`src/rtl/neuron_pkg.sv`:
```
// Shared types for the neuron MAC sequencer: FSM state encoding and accumulator sizing.
package neuron_pkg;

  typedef enum logic [1:0] {
    ST_ACC   = 2'd0,
    ST_FLUSH = 2'd1,
    ST_BIAS  = 2'd2,
    ST_OUT   = 2'd3
  } state_e;

  // Full product width plus enough headroom to sum n_inputs products without overflow.
  function automatic int acc_w(input int width, input int n_inputs);
    return 2 * width + $clog2(n_inputs + 1);
  endfunction

endpackage

```
`src/rtl/neuron_saturate.sv`:
```
// Fixed-point rescale of the biased sum: arithmetic shift, optional ReLU, clamp to WIDTH.
// Purely combinational, no handshake.
module neuron_saturate #(
  parameter int IN_W      = 19,
  parameter int WIDTH     = 8,
  parameter int FRAC_BITS = 4,
  parameter int RELU      = 0
) (
  input  logic signed [IN_W-1:0]  sum_i,
  output logic signed [WIDTH-1:0] res_o
);

  localparam logic signed [IN_W-1:0] MAX_V = {{(IN_W-WIDTH+1){1'b0}}, {(WIDTH-1){1'b1}}};
  localparam logic signed [IN_W-1:0] MIN_V = {{(IN_W-WIDTH+1){1'b1}}, {(WIDTH-1){1'b0}}};

  logic signed [IN_W-1:0] shifted;
  logic signed [IN_W-1:0] relu_v;
  logic signed [IN_W-1:0] clipped;

  always_comb begin
    shifted = sum_i >>> FRAC_BITS;
    relu_v  = ((RELU != 0) && shifted[IN_W-1]) ? '0 : shifted;
    if (relu_v > MAX_V) begin
      clipped = MAX_V;
    end else if (relu_v < MIN_V) begin
      clipped = MIN_V;
    end else begin
      clipped = relu_v;
    end
    res_o = clipped[WIDTH-1:0];
  end

endmodule

```
`src/rtl/neuron_mac_sequencer.sv`:
```
// Single neuron: streams N_INPUTS beats through a MAC against an external 1-cycle ROM, adds bias, rescales.
// Result valid 3 cycles after the last beat; no new beats are taken until the result is handed off.
module neuron_mac_sequencer
  import neuron_pkg::*;
#(
  parameter int DEPTH     = 3,
  parameter int WIDTH     = 8,
  parameter int N_INPUTS  = 3,
  parameter int FRAC_BITS = 4,
  parameter int RELU      = 0
) (
  input  logic                    clk_i,
  input  logic                    reset_i,
  input  logic                    valid_i,
  output logic                    ready_o,
  input  logic signed [WIDTH-1:0] data_i,
  output logic        [DEPTH-1:0] rom_addr_o,
  input  logic signed [WIDTH-1:0] rom_data_i,
  output logic                    valid_o,
  input  logic                    ready_i,
  output logic signed [WIDTH-1:0] data_o
);

  localparam int ACC_W = acc_w(WIDTH, N_INPUTS);
  localparam int SUM_W = ACC_W + 1;
  localparam logic [DEPTH-1:0] LAST_IDX  = DEPTH'(N_INPUTS - 1);
  localparam logic [DEPTH-1:0] BIAS_ADDR = DEPTH'(N_INPUTS);

  state_e                   state_q, state_d;
  logic [DEPTH-1:0]         count_q, count_d;
  logic signed [ACC_W-1:0]  acc_q, acc_d;
  logic signed [WIDTH-1:0]  dreg_q, dreg_d;
  logic                     s2_vld_q, s2_vld_d;
  logic signed [WIDTH-1:0]  dout_q, dout_d;
  logic                     vout_q, vout_d;

  logic                     accept;
  logic signed [2*WIDTH-1:0] prod;
  logic signed [ACC_W-1:0]  acc_mac;
  logic signed [SUM_W-1:0]  biased_sum;
  logic signed [WIDTH-1:0]  sat_res;

  // Outputs are gated by reset so the ROM and upstream see an idle block while it is held.
  assign ready_o = reset_i && (state_q == ST_ACC);
  assign accept  = valid_i && ready_o;
  assign valid_o = vout_q;
  assign data_o  = dout_q;

  always_comb begin
    rom_addr_o = '0;
    if (reset_i) begin
      case (state_q)
        ST_ACC:            rom_addr_o = count_q;
        ST_FLUSH, ST_BIAS: rom_addr_o = BIAS_ADDR;
        default:           rom_addr_o = '0;
      endcase
    end
  end

  // rom_data_i lags the address by one cycle, so it pairs with the registered sample.
  assign prod       = (2*WIDTH)'(dreg_q) * (2*WIDTH)'(rom_data_i);
  assign acc_mac    = s2_vld_q ? (acc_q + ACC_W'(prod)) : acc_q;
  assign biased_sum = SUM_W'(acc_q) + (SUM_W'(rom_data_i) <<< FRAC_BITS);

  neuron_saturate #(
    .IN_W      (SUM_W),
    .WIDTH     (WIDTH),
    .FRAC_BITS (FRAC_BITS),
    .RELU      (RELU)
  ) u_saturate (
    .sum_i (biased_sum),
    .res_o (sat_res)
  );

  always_comb begin
    state_d  = state_q;
    count_d  = count_q;
    acc_d    = acc_mac;
    dreg_d   = accept ? data_i : dreg_q;
    s2_vld_d = accept;
    dout_d   = dout_q;
    vout_d   = vout_q;
    case (state_q)
      ST_ACC: begin
        if (accept) begin
          if (count_q == LAST_IDX) begin
            count_d = '0;
            state_d = ST_FLUSH;
          end else begin
            count_d = count_q + DEPTH'(1);
          end
        end
      end
      ST_FLUSH: state_d = ST_BIAS;
      ST_BIAS: begin
        dout_d  = sat_res;
        vout_d  = 1'b1;
        acc_d   = '0;
        state_d = ST_OUT;
      end
      ST_OUT: begin
        if (ready_i) begin
          vout_d  = 1'b0;
          state_d = ST_ACC;
        end
      end
      default: state_d = ST_ACC;
    endcase
  end

  always_ff @(posedge clk_i or negedge reset_i) begin
    if (!reset_i) begin
      state_q  <= ST_ACC;
      count_q  <= '0;
      acc_q    <= '0;
      dreg_q   <= '0;
      s2_vld_q <= 1'b0;
      dout_q   <= '0;
      vout_q   <= 1'b0;
    end else begin
      state_q  <= state_d;
      count_q  <= count_d;
      acc_q    <= acc_d;
      dreg_q   <= dreg_d;
      s2_vld_q <= s2_vld_d;
      dout_q   <= dout_d;
      vout_q   <= vout_d;
    end
  end

endmodule

```
`config.mk`:
```
export PLATFORM = sky130hd
export DESIGN_NAME = neuron_mac_sequencer
export DESIGN_NICKNAME = d
export VERILOG_FILES = /design/src/rtl/neuron_pkg.sv /design/src/rtl/neuron_saturate.sv /design/src/rtl/neuron_mac_sequencer.sv
export SDC_FILE = /design/constraint.sdc
export NUM_CORES = 1
export LEC_CHECK = 0
export ABC_AREA = 1
export BUFFER_PORTS_ARGS = -buffer_cell sky130_fd_sc_hd__buf_2
export CAP_MARGIN = 5
export CORE_UTILIZATION = 65
export CTS_BUF_LIST = sky130_fd_sc_hd__clkbuf_4
export DETAILED_ROUTE_END_ITERATION = 6
export PLACE_DENSITY = 0.94
export SYNTH_ARGS = -nofsm -noshare
export SYNTH_HDL_FRONTEND = slang
export SYNTH_SLANG_ARGS = --single-unit
```
`constraint.sdc`:
```
create_clock -name clk_i -period 6.45 [get_ports clk_i]
set_clock_uncertainty 0.05 [all_clocks]
set_input_delay 0.3225 -clock clk_i [delete_from_list [all_inputs] [get_ports clk_i]]
set_output_delay 0.3225 -clock clk_i [all_outputs]
set_load 0.01 [all_outputs]
```
==> flow_metrics.tcl <==
set metrics [dict create \
    synth_top_area_share 0.278 \
    cts.path.max_buffers 2 \
    first_global_vias 5121 \
    hold_path.class "in2async" \
    cts_tree "built" \
    num_vias 4880 \
    num-nets-final 939 \
    clock_latency_ns 0.36 \
    postSynth.topFlopCell "sky130_fd_sc_hd__dfrtp_1" \
    remaining_routing_drc_violations 0 \
    final.fill_count 682 \
    syn_inst 757 \
    synth_sequential_area_ratio 0.176 \
    multiInputGateArea_um2 4080 \
    timing.reg2reg.setup_slack_ns 1.26 \
    htreeDepth 2 \
    chipHeight_um 96.8 \
    floorplan.die.width_um 96.8 \
    hold_viol_final 0 \
    antenna-diode-count 0 \
    post_cts.resized_instances 0 \
    ys.warnings.count 0 \
    r2r_start "dreg_q[0]" \
    timing.critical_path.cells "or2_2, fa_1, fa_1, inv_1, fa_1, fa_1, fa_1, ha_1, a21oi_1, nand2_1, nand2_1, nand2_1, a21oi_1, o21ai_0, nand2_1, nand2_1, nand2_1, nand2_1, o21ai_0" \
    ys_async_sr_fraction 1.00 \
    antenna_left 0 \
    timing.reg2reg.worst_path_depth 19 \
    drt_first_pass_iters 5 \
    grt_antenna_before_repair 0 \
    synth_area_um2 5840 \
    rows 34 \
    global_route_wire_length_before_repair_um 23800 \
    critical_path.most_common_cell "sky130_fd_sc_hd__nand2_1" \
    yosysMostFrequentCell "sky130_fd_sc_hd__nand2_1" \
    final-setup-viol-count 0 \
    maxSlewViolCount 0 \
    drive_above_1_share 0.0591 \
    gpl.final_weighted_congestion 0.875 \
    synth_top_cells_by_area "sky130_fd_sc_hd__fa_1, sky130_fd_sc_hd__dfrtp_1, sky130_fd_sc_hd__nand2_1" \
    average_size_of_a_mapped_cell_um2 7.72 \
    critical_path.max_fanout 9 \
    status "finished clean" \
    period_needed_ns 5.19 \
    area_growth_pct 5.23 \
    yosysTopAreaCell "sky130_fd_sc_hd__fa_1" \
    holdBufCountCts 0 \
    crit_path_max_incr_delay_ns 0.58 \
    routed_wirelength_um 13700 \
    critical-path-slowest-cell "sky130_fd_sc_hd__fa_1" \
    maxSlewHeadroom 0.362 \
    finalCritPeriodShare 0.805 \
    number_of_clock_buffers_inserted_by_tritoncts 5 \
    root_buffer "sky130_fd_sc_hd__clkbuf_4" \
    tns_ns 0 \
    synth_cell_types 30 \
    port-buffer-count 32 \
    timing.fmax_ghz 0.193 \
    dieArea_um2 9370 \
    post_drt_via_cell_ratio 5.50 \
    dpl.hpwl_um 11300 \
    clk_transition_reported_paths_ns 0.14 \
    crit_path_buffers_inverters 1 \
    netlist_top_cells_count "sky130_fd_sc_hd__nand2_1, sky130_fd_sc_hd__inv_1, sky130_fd_sc_hd__fa_1" \
    cts_post_setup_buffers_inserted 0 \
    grt_use_total 0.320 \
    worstPathRequired_ns 6.69 \
    drtIter0Drc 303 \
    rr_endpoint "acc_q[14]" \
    timing.setup.critical_path_class "reg2reg" \
    critical_path.top_delay_family "adder cells" \
    synth_fp_nets 918 \
    grt_start_max_net_pins 44 \
    cap_violations 0 \
    critical_path.startpoint_type "flop" \
    final_cells 887 \
    synth_enable_flop_cells 0 \
    dp_cells 879 \
    fp.coreArea_um2 8720 \
    grt_overflow 0 \
    io-pin-count 33 \
    combined_flip_flop_and_latch_cell_area_um2 1030 \
    data_arrival_critical_path_ns 5.43 \
    numClockSinks 41 \
    initial_util 0.670 \
    post_drt_wl_per_cell_um 15.4 \
    critPathCaptureType "flop" \
    grt_setup_unrepaired "no" \
    tightestPinTransition_ns 0.953 \
    ys_ff_latch 41 \
]
metrics by stage:
| stage | util | cell area (µm²) | setup WS [ns] | hold WS, ns |
|---|---|---|---|---|
| after floorplan | - | 5840 | 1.57 | -0.0231 |
| after global placement | 0.696 | 6070 | 1.15 | 0.405 |
| after detailed placement | 0.696 | 6070 | 1.00 | 0.419 |
| after CTS | 0.705 | 6150 | 1.28 | 0.0727 |
| after global routing | 0.705 | 6150 | 0.973 | 0.0892 |
| final | 0.705 | 6150 | 1.26 | 0.0297 |
per-layer routing:
layer  routed length (µm)  global-route usage  up-vias
met3                  755              0.0441       62
met4                  856               0.183        0
met2                 6830               0.556      202
li1                     -                   -     2296
met5                    0                   0        -
met1                 5220               0.382     2320
logic make-up (layout without fill, tap and decap cells):
kind of cell             after synthesis  count (layout)  share of synthesized area
AND/OR/NAND/NOR                      301             301                      0.207
flip-flops                            41              41                      0.176
buffers and inverters                194             216                      0.126
AO/OA/AOI/OAI                         59              59                     0.0538
XOR/XNOR                              21              21                     0.0315
adder cells (fa/ha/maj)              141             141                      0.406
placed cells by master, fill, tap and decap left out, types with 2 or more instances in the layout:
cell,count
sky130_fd_sc_hd__nand4_1,4
sky130_fd_sc_hd__nand3_1,27
sky130_fd_sc_hd__a21oi_1,29
sky130_fd_sc_hd__inv_1,173
sky130_fd_sc_hd__xnor2_1,9
sky130_fd_sc_hd__o21ai_1,2
sky130_fd_sc_hd__nor2_1,42
sky130_fd_sc_hd__dfrtp_1,41
sky130_fd_sc_hd__fa_1,81
sky130_fd_sc_hd__o21ai_0,21
sky130_fd_sc_hd__clkbuf_4,5
sky130_fd_sc_hd__clkinv_1,2
sky130_fd_sc_hd__nor3_1,2
sky130_fd_sc_hd__xor2_1,12
sky130_fd_sc_hd__o22ai_1,2
sky130_fd_sc_hd__ha_1,60
sky130_fd_sc_hd__nand3b_1,3
sky130_fd_sc_hd__nand2_1,217
sky130_fd_sc_hd__buf_2,32
how the worst max path moves through the flow:
stage | startpoint | end | slack [ns] | cells after the start
after floorplan | dreg_q[0] | acc_q[14] | 1.57 | 20
after global placement | rom_data_i[7] | acc_q[14] | 1.15 | 21
after detailed placement | rom_data_i[7] | acc_q[14] | 1.00 | 21
after CTS | dreg_q[0] | acc_q[14] | 1.28 | 19
after global routing | dreg_q[0] | acc_q[14] | 0.97 | 19
final | dreg_q[0] | acc_q[14] | 1.26 | 19
layout make-up:
cell class / count / share of cell area
clock inverter: 3 / 0.00712
timing repair buffer: 33 / 0.0273
inverter: 175 / 0.107
sequential: 41 / 0.167
clock buffer: 5 / 0.00611
tap: 108 / 0.0220
multi-input combinational: 522 / 0.664
registers in the layout, indices dropped and copies added (netlist names):
| register | cells |
|---|---|
| data_o | 8 |
| valid_o | 1 |
| state_q | 2 |
| s2_vld_q | 1 |
| acc_q | 18 |
| count_q | 3 |
| dreg_q | 8 |
Power is left out: the tool's default activity adds up to more than one toggle a clock period on the data nets, which glitch-free logic cannot reach.
